===== config.mk =====
export PLATFORM = sky130hd
export DESIGN_NAME = regfile_wb_arbiter
export DESIGN_NICKNAME = d
export VERILOG_FILES = /design/src/rtl/regfile_wb_arbiter_pkg.sv /design/src/rtl/regfile_wb_arbiter_rr_arbiter.sv /design/src/rtl/regfile_wb_arbiter.sv
export SDC_FILE = /design/constraint.sdc
export NUM_CORES = 1
export LEC_CHECK = 0
export BUFFER_PORTS_ARGS = -buffer_cell sky130_fd_sc_hd__buf_2
export CORE_UTILIZATION = 45
export CTS_CLUSTER_SIZE = 25
export DETAILED_ROUTE_END_ITERATION = 8
export PLACE_DENSITY_LB_ADDON = 0.08
export SLEW_MARGIN = 30
export SYNTH_ARGS = -nofsm -noshare
export SYNTH_HDL_FRONTEND = slang
export SYNTH_SLANG_ARGS = --single-unit

===== constraint.sdc =====
create_clock -name clk -period 5.37 [get_ports clk]
set_input_delay 0.537 -clock clk [delete_from_list [all_inputs] [get_ports clk]]
set_output_delay 0.537 -clock clk [all_outputs]
set_load 0.02 [all_outputs]

===== src/rtl/regfile_wb_arbiter_pkg.sv =====
// -----------------------------------------------------------------------------
// regfile_wb_arbiter_pkg
// Shared constants for the register-file write-back arbiter and scoreboard.
//   NUM_REGS : number of integer registers tracked by the scoreboard
//   AW       : register address width
//   XLEN     : register data width
//   REQ_*    : fixed requester slots on the write-back arbiter
// reg_mask() turns a register address into a one-hot scoreboard mask.
// -----------------------------------------------------------------------------
package regfile_wb_arbiter_pkg;

    localparam int NUM_REGS = 32;
    localparam int AW       = 5;
    localparam int XLEN     = 32;

    localparam int REQ_ALU  = 0;
    localparam int REQ_LSU  = 1;
    localparam int REQ_MDU  = 2;

    function automatic logic [NUM_REGS-1:0] reg_mask(input logic [AW-1:0] addr);
        logic [NUM_REGS-1:0] m;
        m       = '0;
        m[addr] = 1'b1;
        return m;
    endfunction

endpackage


===== src/rtl/regfile_wb_arbiter_rr_arbiter.sv =====
// -----------------------------------------------------------------------------
// rr_arbiter
// Round-robin valid/ready arbiter. The requester at the pointer has top
// priority, then pointer+1, and so on, wrapping modulo NREQ. The grant is
// combinational; the pointer moves to the slot after the winner on accept.
//   i_clk    : clock
//   i_rst_n  : asynchronous active-low reset (also forces grant to zero)
//   i_valid  : per-requester valid
//   o_grant  : one-hot (or zero) grant, doubles as ready
//   o_accept : a grant was issued this cycle
// -----------------------------------------------------------------------------
module rr_arbiter #(
    parameter int NREQ = 3
) (
    input  logic            i_clk,
    input  logic            i_rst_n,
    input  logic [NREQ-1:0] i_valid,
    output logic [NREQ-1:0] o_grant,
    output logic            o_accept
);

    localparam int PW = (NREQ > 1) ? $clog2(NREQ) : 1;

    logic [PW-1:0]   r_ptr;
    logic [PW-1:0]   w_idx;
    logic            w_found;
    logic [NREQ-1:0] w_grant;

    // Scan distances 0..NREQ-1 from the pointer; the first valid requester
    // met in that order wins.
    always_comb begin
        w_grant = '0;
        w_idx   = '0;
        w_found = 1'b0;
        for (int k = 0; k < NREQ; k++) begin
            for (int i = 0; i < NREQ; i++) begin
                if (!w_found && i_valid[i] && ((int'(r_ptr) + k) % NREQ == i)) begin
                    w_found    = 1'b1;
                    w_grant[i] = 1'b1;
                    w_idx      = PW'(i);
                end
            end
        end
    end

    // Nobody may see ready while the block is held in reset.
    assign o_grant  = i_rst_n ? w_grant : '0;
    assign o_accept = |o_grant;

    always_ff @(posedge i_clk or negedge i_rst_n) begin
        if (!i_rst_n) begin
            r_ptr <= '0;
        end else if (o_accept) begin
            r_ptr <= (w_idx == PW'(NREQ - 1)) ? '0 : w_idx + PW'(1);
        end
    end

endmodule


===== src/rtl/regfile_wb_arbiter.sv =====
// -----------------------------------------------------------------------------
// regfile_wb_arbiter
// Shares the register file's single write port among NREQ write-back
// requesters and keeps a busy scoreboard of in-flight destinations so decode
// can stall on RAW/WAW hazards.
//   clk, rst             : clock, asynchronous active-low reset
//   req_valid/req_ready  : per-requester write-back handshake
//   req_addr/req_data    : packed destination/data, requester i at [i*W +: W]
//   issue_valid          : decode wants to issue
//   issue_rd/rs1/rs2     : destination and sources of that instruction
//   hazard               : issue must stall this cycle
//   we3/ar3i/r3i         : registered register-file write port
//   busy                 : scoreboard, bit r set = x<r> has a pending producer
// -----------------------------------------------------------------------------
module regfile_wb_arbiter
    import regfile_wb_arbiter_pkg::NUM_REGS;
    import regfile_wb_arbiter_pkg::reg_mask;
#(
    parameter int NREQ = 3,
    parameter int XLEN = regfile_wb_arbiter_pkg::XLEN,
    parameter int AW   = regfile_wb_arbiter_pkg::AW
) (
    input  logic                 clk,
    input  logic                 rst,
    input  logic [NREQ-1:0]      req_valid,
    output logic [NREQ-1:0]      req_ready,
    input  logic [NREQ*AW-1:0]   req_addr,
    input  logic [NREQ*XLEN-1:0] req_data,
    input  logic                 issue_valid,
    input  logic [AW-1:0]        issue_rd,
    input  logic [AW-1:0]        issue_rs1,
    input  logic [AW-1:0]        issue_rs2,
    output logic                 hazard,
    output logic                 we3,
    output logic [AW-1:0]        ar3i,
    output logic [XLEN-1:0]      r3i,
    output logic [NUM_REGS-1:0]  busy
);

    logic [NREQ-1:0]     w_grant;
    logic                w_accept;
    logic [AW-1:0]       w_sel_addr;
    logic [XLEN-1:0]     w_sel_data;

    logic                r_we3;
    logic [AW-1:0]       r_ar3i;
    logic [XLEN-1:0]     r_r3i;
    logic [NUM_REGS-1:0] r_busy;

    logic [NUM_REGS-1:0] w_clr_mask;
    logic [NUM_REGS-1:0] w_set_mask;
    logic [NUM_REGS-1:0] w_avail_busy;
    logic                w_hazard;
    logic                w_fire;

    rr_arbiter #(
        .NREQ(NREQ)
    ) u_rr_arbiter (
        .i_clk   (clk),
        .i_rst_n (rst),
        .i_valid (req_valid),
        .o_grant (w_grant),
        .o_accept(w_accept)
    );

    assign req_ready = w_grant;

    // Route the winning requester's address/data to the output stage.
    always_comb begin
        w_sel_addr = '0;
        w_sel_data = '0;
        for (int i = 0; i < NREQ; i++) begin
            if (w_grant[i]) begin
                w_sel_addr = req_addr[i*AW +: AW];
                w_sel_data = req_data[i*XLEN +: XLEN];
            end
        end
    end

    // Write port stage. A write-back to x0 is accepted but never enables the
    // file; address/data hold when nothing is accepted.
    always_ff @(posedge clk or negedge rst) begin
        if (!rst) begin
            r_we3  <= 1'b0;
            r_ar3i <= '0;
            r_r3i  <= '0;
        end else if (w_accept) begin
            r_we3  <= (w_sel_addr != '0);
            r_ar3i <= w_sel_addr;
            r_r3i  <= w_sel_data;
        end else begin
            r_we3  <= 1'b0;
        end
    end

    // The register being written this cycle commits on the falling edge, so
    // it no longer blocks a dependent issue even though its busy bit only
    // drops at the next rising edge.
    assign w_clr_mask   = r_we3 ? reg_mask(r_ar3i) : '0;
    assign w_avail_busy = r_busy & ~w_clr_mask;

    assign w_hazard = issue_valid &&
                      ((issue_rs1 != '0 && w_avail_busy[issue_rs1]) ||
                       (issue_rs2 != '0 && w_avail_busy[issue_rs2]) ||
                       (issue_rd  != '0 && w_avail_busy[issue_rd]));
    assign w_fire     = issue_valid && !w_hazard;
    assign w_set_mask = (w_fire && issue_rd != '0) ? reg_mask(issue_rd) : '0;

    // Set is applied after clear so a new producer wins over a retiring one.
    // Bit 0 is never set because the set mask excludes x0.
    always_ff @(posedge clk or negedge rst) begin
        if (!rst) begin
            r_busy <= '0;
        end else begin
            r_busy <= (r_busy & ~w_clr_mask) | w_set_mask;
        end
    end

    assign hazard = w_hazard;
    assign we3    = r_we3;
    assign ar3i   = r_ar3i;
    assign r3i    = r_r3i;
    assign busy   = r_busy;

endmodule


# ---- Yosys cells after proc, flatten, opt, wreduce, memory -nomap -nowiden
# Index checks and enable logic that the tools add are counted.
dict set report totals {
  word_cells 116
  output_inout_bits 74
  reg_bits 72
}
dict set report classes {
  magnitude_cmp 6
  n_bitwise 3
  div_mod_pow 3
  muxes 45
  eq_ne 7
  n_reduce_logical 44
  n_addsub 3
}
# cell count
set ops {}
lappend ops {{32-bit 2-to-1 mux} 5}
lappend ops {{32-bit by 2-bit == test with 1-bit output (second input constant)} 3}
lappend ops {{32-bit by 3-bit == test with 1-bit output (second input constant)} 3}
lappend ops {{32-bit logical NOT} 3}
lappend ops {{32-bit by 3-bit remainder unit with 32-bit output (second input constant)} 2}
lappend ops {{32-bit AND} 1}
lappend ops {{3-bit by 3-bit remainder unit with 32-bit output (second input constant)} 1}
lappend ops {{32-bit NOT} 1}
lappend ops {{32-bit OR} 1}
lappend ops {{1-bit logical AND} 25}
lappend ops {{5-bit by 6-bit < comparator with 1-bit output (second input constant)} 4}
lappend ops {{1-bit 2-to-1 mux} 23}
lappend ops {{5-bit nonzero test} 4}
lappend ops {{2-bit 2-to-1 mux} 8}
lappend ops {{1-bit binary-select mux with 5-bit select} 3}
lappend ops {{5-bit 2-to-1 mux} 3}
lappend ops {{1-bit demux with 5-bit select} 2}
lappend ops {{5-bit by 1-bit greater-or-equal comparator with 1-bit output (second input constant)} 2}
lappend ops {{1-bit logical NOT} 9}
lappend ops {{2-bit by 1-bit adder with 3-bit output (second input constant)} 1}
lappend ops {{2-bit by 2-bit adder with 3-bit output (second input constant)} 1}
lappend ops {{3-bit 2-to-1 mux} 1}
lappend ops {{3-bit OR reduction} 1}
lappend ops {{2-bit by 1-bit adder with 2-bit output (second input constant)} 1}
lappend ops {{2 further kinds} 3}

# ---- Depth between registers and ports, before layout
# Gate-level depths: netlist of run 1.
dict set report logic_depth {
  depth_word 42
  ltp_mapped 10
  mapped_depth_nobuf 9
}

# ---- By module
# Synthesis of run 1 repeated with hierarchy kept, for this count alone.
dict set report hier_totals {
  hier_cells 575
  area_unflattened_um2 5477.8
}
# mod seq_area_each_um2 area_each_um2 instances cells_each
set modules_own_cells {}
lappend modules_own_cells {regfile_wb_arbiter 1751.7 5217.5 1 545}
lappend modules_own_cells {rr_arbiter 50.0 260.2 1 30}

# ---- Worst setup path after synthesis of run 1
# Ideal clock, no wire load.
dict set report synth_timing {
  kind {input -> output}
  startpoint {in issue_rs2[0]}
  endpoint {out hazard}
  path_buffers 2
  arrival_time_ns 2.361
  stages 9
  t_required_ns 4.833
  path_slack_ns 2.472
  cell_sequence {buf_2 > buf_2 > mux2i_1 > nor3_1 > o31ai_1 > o311ai_0 > a32oi_2 > nand4_2 > and2_1}
}
dict set report synth_via {
  elab_chain_cells 6
  word_cells_on_any_way 7
}
# item line
set synth_lines {}
lappend synth_lines {{start, declared} regfile_wb_arbiter.sv:32} ;# input logic [AW-1:0] issue_rs2,
lappend synth_lines {{1-bit binary-select mux with 5-bit select} regfile_wb_arbiter.sv:104} ;# (issue_rs2 != '0 && w_avail_busy[issue_rs2]) ||
lappend synth_lines {{1-bit 2-to-1 mux (implied by the code)} regfile_wb_arbiter.sv:104}
lappend synth_lines {{1-bit logical AND (*)} regfile_wb_arbiter.sv:104}
lappend synth_lines {{1-bit logical OR (*)} regfile_wb_arbiter.sv:103} ;# ((issue_rs1 != '0 && w_avail_busy[issue_rs1]) ||
lappend synth_lines {{1-bit logical OR (*)} regfile_wb_arbiter.sv:104}
lappend synth_lines {{1-bit logical AND (*)} regfile_wb_arbiter.sv:102} ;# assign w_hazard = issue_valid &&
lappend synth_lines {{end, declared} regfile_wb_arbiter.sv:33} ;# output logic hazard,
# Every way passes the cells marked *; elsewhere a longest branch is shown, timed or not. The select of a mux whose other input is x is not followed.

# ---- Worst setup path after layout of run 1
dict set report layout_timing {
  startpoint {reg r_ar3i[1] (netlist: ar3i[1])}
  endpoint {out hazard}
}
dict set report layout_via {
  elab_chain_cells 13
  word_cells_on_any_way 20
}
# item line
set layout_lines {}
lappend layout_lines {{start, declared} regfile_wb_arbiter.sv:46} ;# logic [AW-1:0] r_ar3i;
lappend layout_lines {{start signal, assigned} regfile_wb_arbiter.sv:89} ;# r_ar3i <= w_sel_addr;
lappend layout_lines {{5-bit by 6-bit < comparator with 1-bit output (implied by the code) or 5-bit by 1-bit greater-or-equal comparator with 1-bit output (tied branches)} regfile_wb_arbiter_pkg.sv:23} ;# m[addr] = 1'b1;
lappend layout_lines {{1-bit logical AND (implied by the code)} regfile_wb_arbiter_pkg.sv:23}
lappend layout_lines {{1-bit 2-to-1 mux (implied by the code)} regfile_wb_arbiter_pkg.sv:23}
lappend layout_lines {{1-bit demux with 5-bit select (*)} regfile_wb_arbiter_pkg.sv:23}
lappend layout_lines {{32-bit 2-to-1 mux (*)} regfile_wb_arbiter.sv:99} ;# assign w_clr_mask = r_we3 ? reg_mask(r_ar3i) : '0;
lappend layout_lines {{32-bit NOT (*)} regfile_wb_arbiter.sv:100} ;# assign w_avail_busy = r_busy & ~w_clr_mask;
lappend layout_lines {{32-bit AND (*)} regfile_wb_arbiter.sv:100}
lappend layout_lines {{1-bit binary-select mux with 5-bit select (on tied branches)} {regfile_wb_arbiter.sv:103, regfile_wb_arbiter.sv:104}}
lappend layout_lines {{1-bit 2-to-1 mux (on tied branches)} {regfile_wb_arbiter.sv:103, regfile_wb_arbiter.sv:104}}
lappend layout_lines {{1-bit logical AND (on tied branches)} {regfile_wb_arbiter.sv:103, regfile_wb_arbiter.sv:104}}
lappend layout_lines {{1-bit logical OR} regfile_wb_arbiter.sv:103}
lappend layout_lines {{1-bit logical OR (*)} regfile_wb_arbiter.sv:104}
lappend layout_lines {{1-bit logical AND (*)} regfile_wb_arbiter.sv:102}
# Marks and branches as above.

==> impl_metrics.yaml, run 1 <==
outcome:
  outcome: "finished, final reports clean"
hold_path:
  hold_path_class: "in2reg"
detailed_routing:
  vias: 5627
  viasPerCell: 6.30
  antenna_left: 0
  wl_mm: 18.5
  drc: 0
  first_pass_iters: 9
  routedWlPerCell_um: 20.7
  drtIter0Drc: 530
worst_setup_path:
  crit-reg2reg-capture: "busy[4]"
  path_class: "reg2out"
  rr_startpoint: "ar3i[1]"
  end_kind: "primary output"
  r2r_setup_slack_ns: 2.14
  worstSetupEndpoint: "hazard"
  crit_path_start_kind: "register"
  cp_max_fo: 32
  slowest_stage: "dfrtp_1"
  cp_cell_sequence: "nand2_1, o21a_1, a2111o_1, a31o_1, a32oi_2, nand4_2, buf_4, and2_1, buf_2"
  critPathLaunch: "ar3i[1]"
  path_depth: 9
  critPathMaxStageDelay_ns: 0.93
  arrival_ns: 3.68
  rr_worst_depth: 8
  cp_num_buf_inv: 2
  crit_required_ns: 4.83
  critical_path.top_delay_family: "compound AO/OA/AOI/OAI gates"
synth:
  synth_area_leader_cell: "dfrtp_1"
  synth_area_per_cell_sq_um: 8.78
  syn_nets: 703
  yosysSeqAreaShare: 0.361
  yosys_register_bits: 72
  synth_most_common_cell: "dfrtp_1"
  synth_cell_types: 71
  synth_ff_type: "dfrtp_1"
  netlist_top_cells_area: "dfrtp_1 36%, a222oi_1 6.6%, mux2i_1 6.6%"
  netlist.area_leader.share: 0.361
  ys_async_sr_fraction: 1.00
  synth-edff-count: 0
  synth_cells: 569
  synthTopCellsByCount: "72 x dfrtp_1, 64 x nand2_1, 58 x nor2_1"
  synthesis.area_sq_um: 5000
  yosysWarnings: 0
clock_tree:
  cts_tree: "done"
  cts.path.max_buffers: 2
  cts_inserted_buffers: 9
  clk_latency_ns: 0.36
  htreeDepth: 3
  post-cts-setup-buffers: 0
  cts.sinks: 72
  cts.clk_slew.worst_paths_ns: 0.08
  ctsRootBufferMaster: "clkbuf_8"
  hold_buffers: 0
  ctsResizeCount: 0
floorplanning:
  dieArea_sq_um: 11500
  std_cell_rows: 38
  ios: 206
  die_y_um: 107
  core-area_sq_um: 10800
  initial_utilization: 0.461
  die_w_um: 107
job:
  maxCapViolCount: 0
place:
  io_buffers: 205
  gp_congestion: 1.00
  hpwl_mm: 13.3
sta:
  fin_worst_skew_ns: 0.00444
  slew_viol_final: 0
  rsz0062_at_grt: "no"
  timing.setup.tns_ns: 0
  fmax_ghz: 0.237
  finalSetupViolations: 0
  period_needed_ns: 4.21
  relSlewSlack: 0.408
  hold_violations: 0
  min_period_over_period: 0.785
  worstMarginPinSlew_ns: 0.881
pwr:
  peakVddDrop_mv: 0.282
  switching_power_w: 0.00182
  power_frac_clock: 0.134
  combPwrFrac: 0.543
  p_seq_frac: 0.323
  p_leak_nw: 2.83
  power_w: 0.00359
  swShare: 0.507
  p_int_w: 0.00177
  power.density_nw_per_um2: 570
global_routing:
  grt_pass1_vias: 5377
  antenna_found_initial: 1
  overflow: 0
  grt_first_pass_wirelength_mm: 28.3
  grt_max_degree: 68
  grt_usage: 0.323
layout:
  finalNetCount: 881
  drive_gt1_frac: 0.370
  utilization: 0.582
  fillers: 1015
  syn_to_final_growth_pct: 26.3
-- state kept, by name (all words and copies together), names as in the netlist --
register,cells
busy,32
r3i,32
we3,1
ar3i,5
u_rr_arbiter.r_ptr,2
-- worst min-delay path: cells and delay by family --
kind | cells | cell delay, ns
AOI/OAI and AO/OA | 1 | 0.07
buffers and inverters | 1 | 0.07
and+or+nand+nor | 1 | 0.05
-- final cells by class --
cell class / instances / area [sq um] / area share
Tap cell: 140 / 175 / 0.0278
Inverter: 10 / 37.5 / 0.00595
Timing Repair Buffer: 212 / 1100 / 0.175
Antenna cell: 1 / 2.50 / 0.000397
Sequential cell: 72 / 1800 / 0.286
Multi-Input combinational cell: 442 / 2980 / 0.472
Clock buffer: 10 / 128 / 0.0202
Clock inverter: 6 / 83.8 / 0.0133
-- power groups by stage --
| stage | Combinational [W] | Sequential [W] | Clock [W] |
|---|---|---|---|
| 6_report | 0.00195 | 0.00116 | 0.000480 |
| 5_1_grt | 0.00212 | 0.00120 | 0.000511 |
| 4_1_cts | 0.00193 | 0.00115 | 0.000487 |
| 3_5_place_dp | 0.00193 | 0.00115 | 0 |
| 3_3_place_gp | 0.00190 | 0.00115 | 0 |
| 2_1_floorplan | 0.00106 | 0.00134 | 0 |
-- layer usage --
metal / GRT usage / routed length, um / part of all wire / vias up
met5: 0 / 0 / 0 / -
met4: 0.159 / 763 / 0.041 / 0
met3: 0.0926 / 2040 / 0.11 / 55
met2: 0.506 / 8560 / 0.46 / 355
met1: 0.407 / 7110 / 0.38 / 2676
li1: - / - / - / 2541
-- through the flow --
stage                     setup WS [ns]  cells  cell area (sq um)  hold slack [ns]
after floorplan                    2.47    569               5000            0.241
after global placement             1.74    874               6050            0.396
after detailed placement           1.64    874               6060            0.397
after CTS                          1.23    890               6270          0.00533
after global routing               1.05    893               6310            0.410
final                              1.16    893               6310            0.411
-- logic make-up (layout without fill, tap and decap cells) --
logic type               count (synthesis)  in the layout  synth area share
multiplexers                            41             41            0.0887
other                                    0              1                 0
flip-flops                              72             72             0.361
AND/OR/NAND/NOR                        193            193             0.186
adder cells (fa/ha/maj)                  2              2           0.00501
XOR/XNOR                                 5              5            0.0103
AO/OA/AOI/OAI                          201            201             0.300
buffers and inverters                   55            238            0.0498
-- worst min path at each step --
| stage | start | endpoint | cells after the start |
|---|---|---|---|
| 2_1_floorplan | rst | ar3i[0] | 0 |
| 3_3_place_gp | rst | u_rr_arbiter.r_ptr[1] | 1 |
| 5_1_grt | req_addr[0] | ar3i[0] | 3 |
| 4_1_cts | rst | u_rr_arbiter.r_ptr[1] | 1 |
| 6_report | req_addr[0] | ar3i[0] | 3 |
| 3_5_place_dp | rst | u_rr_arbiter.r_ptr[1] | 1 |
-- cells in the final DEF (no fill, tap or decap), drive strengths merged, types with 5 or more instances in the layout --
cell    instances
mux2            6
nand3          12
clkbuf         11
inv            10
a31oi          11
nand2          64
nand4           6
a222oi         33
o211ai          5
nand2b         11
nor2           58
a311oi          5
a22oi           5
dfrtp          72
buf           210
a21oi          40
mux2i          33
xnor2           5
o21ai          62
nor3           12
Note: power is estimated with default switching activity, not from simulation.
==> inputs of run 2 (changes only) <==
==> constraint.sdc (replaced) <==
create_clock -name clk -period 3.9 [get_ports clk]
set_input_delay 0.39 -clock clk [delete_from_list [all_inputs] [get_ports clk]]
set_output_delay 0.39 -clock clk [all_outputs]
set_load 0.02 [all_outputs]
==> run 2 against run 1 <==
Sequential share of layout area decreased by 0.13 points; cell area increased by 0.46%; non-clock buffer count up 8; cell count up 0.90%; highest routed layer unchanged; worst hold slack got worse by 0.14 ns; largest power group unchanged; largest cell class unchanged; first-iteration DRC count rose by 11%.
==> impl_metrics.yaml, run 2 (same netlist as run 1, synthesis figures left out) <==
sta:
  hold_violations: 0
  period_needed_ns: 3.50
  min_period_over_period: 0.896
  setup_slack_ns: 0.405
  relSlewSlack: 0.445
  worstMarginPinSlew_ns: 0.830
  finalSetupViolations: 0
  slew_viol_final: 0
  fin_worst_skew_ns: 0.0144
  rsz0062_at_grt: "no"
  fmax_ghz: 0.286
  timing.setup.tns_ns: 0
clock_tree:
  htreeDepth: 3
  cts_tree: "done"
  post-cts-setup-buffers: 0
  ctsResizeCount: 0
  cts_inserted_buffers: 9
  clk_latency_ns: 0.36
  cts.sinks: 72
  cts.clk_slew.worst_paths_ns: 0.08
  cts.path.max_buffers: 2
  ctsRootBufferMaster: "clkbuf_8"
layout:
  final-seq-area_sq_um: 1800
  fillers: 1032
  multiInputGateArea_sq_um: 2970
  syn_to_final_growth_pct: 26.8
  utilization: 0.585
  finalNetCount: 889
  final_cell_area_sq_um: 6340
  drive_gt1_frac: 0.375
  mostFrequentLayoutCells: "204 x buf_2, 72 x dfrtp_1, 64 x nand2_1, 58 x nor2_1, 39 x a21oi_1"
  final_common_cell: "buf_2"
floorplanning:
  die_w_um: 107
  core-area_sq_um: 10800
  ios: 206
  std_cell_rows: 38
  dieArea_sq_um: 11500
  die_y_um: 107
  initial_utilization: 0.461
hold_path:
  hold_path_class: "in2reg"
  min-delay-start: "req_addr[1]"
  whs_path_depth: 3
  hold_end: "ar3i[1]"
job:
  maxCapViolCount: 0
worst_setup_path:
  cp_cell_sequence: "nand2_1, o21a_1, a2111o_1, a31o_1, a32oi_2, nand4_2, and2_1, buf_2"
  r2r_setup_slack_ns: 0.94
  crit_path_start_kind: "register"
  slowest_stage: "dfrtp_1"
  rr_startpoint: "ar3i[0]"
  critical_path.top_delay_family: "compound AO/OA/AOI/OAI gates"
  crit_required_ns: 3.51
  critPathMaxStageDelay_ns: 0.70
  arrival_ns: 3.11
  end_kind: "primary output"
  cp_max_fo: 14
  path_class: "reg2out"
  rr_worst_depth: 8
  crit-reg2reg-capture: "busy[29]"
  cp_num_buf_inv: 1
pwr:
  peakVddDrop_mv: 0.387
  switching_power_w: 0.00252
  combPwrFrac: 0.555
  power.density_nw_per_um2: 781
  power_frac_clock: 0.126
  p_leak_nw: 2.86
  p_seq_frac: 0.319
  p_int_w: 0.00243
  swShare: 0.508
place:
  hpwl_mm: 14.0
  io_buffers: 205
  place_ws_ns: 0.829
  dpl-instance-area_sq_um: 6120
  gp_congestion: 1.05
detailed_routing:
  wl_mm: 18.7
  antenna_left: 0
  drtIter0Drc: 590
  viasPerCell: 6.23
  drc: 0
  routedWlPerCell_um: 20.8
  first_pass_iters: 7
  vias: 5609
global_routing:
  grt_first_pass_wirelength_mm: 28.0
  grt_usage: 0.321
  grt_max_degree: 41
  antenna_found_initial: 1
  overflow: 0
  grt_pass1_vias: 5274
outcome:
  outcome: "finished, final reports clean"
## run 2: layout make-up
type / count / share of cell area
Multi-Input combinational cell: 442 / 0.469
Sequential cell: 72 / 0.284
Timing Repair Buffer: 220 / 0.180
Tap cell: 140 / 0.0276
Clock buffer: 12 / 0.0245
Clock inverter: 4 / 0.00809
Inverter: 10 / 0.00592
Antenna cell: 1 / 0.000395
## run 2: power groups by stage
stage	Combinational [W]	Clock, W	Sequential [W]
finish	0.00274	0.000625	0.00158
global route	0.00295	0.000656	0.00164
CTS	0.00273	0.000630	0.00157
detailed placement	0.00272	0	0.00157
global placement	0.00270	0	0.00156
floorplan	0.00146	0	0.00184
## run 2: layer usage
| layer | track usage | wire (um) | up-vias |
|---|---|---|---|
| li1 | - | - | 2559 |
| met1 | 0.399 | 7330 | 2710 |
| met2 | 0.540 | 9120 | 301 |
| met3 | 0.0539 | 1620 | 39 |
| met4 | 0.154 | 635 | 0 |
| met5 | 0 | 0 | - |
## run 2: worst max path at each step
stage / startpoint / end / slack (ns) / cells past startpoint
finish: ar3i[0] / hazard / 0.40 / 8
global route: ar3i[0] / hazard / 0.27 / 8
CTS: ar3i[0] / hazard / 0.43 / 8
detailed placement: ar3i[0] / hazard / 0.83 / 8
global placement: ar3i[0] / hazard / 0.84 / 8
floorplan: ar3i[2] / hazard / 1.25 / 9
## run 2: stage by stage
stage	hold slack (ns)	instances	power, W
3_5_place_dp	0.367	883	0.00430
3_3_place_gp	0.362	883	0.00427
5_1_grt	0.279	901	0.00524
4_1_cts	0.257	900	0.00493
2_1_floorplan	0.0944	569	0.00330
6_report	0.267	901	0.00495
## run 2: what timing repair did
item / CTS / global route
hold buffers: 1 / 0
setup endpoints to repair: 0 / 0
endpoints found under the hold margin: 27 / 0
## run 2: worst reg2reg max path, cell delays in order (launching register included)
cell      delay [ns]
dfrtp_1         0.70
nand2_1         0.40
o21a_1          0.33
a2111o_1        0.42
a31o_1          0.23
a32oi_2         0.16
nand4_2         0.17
buf_4           0.28
o21ai_2         0.20
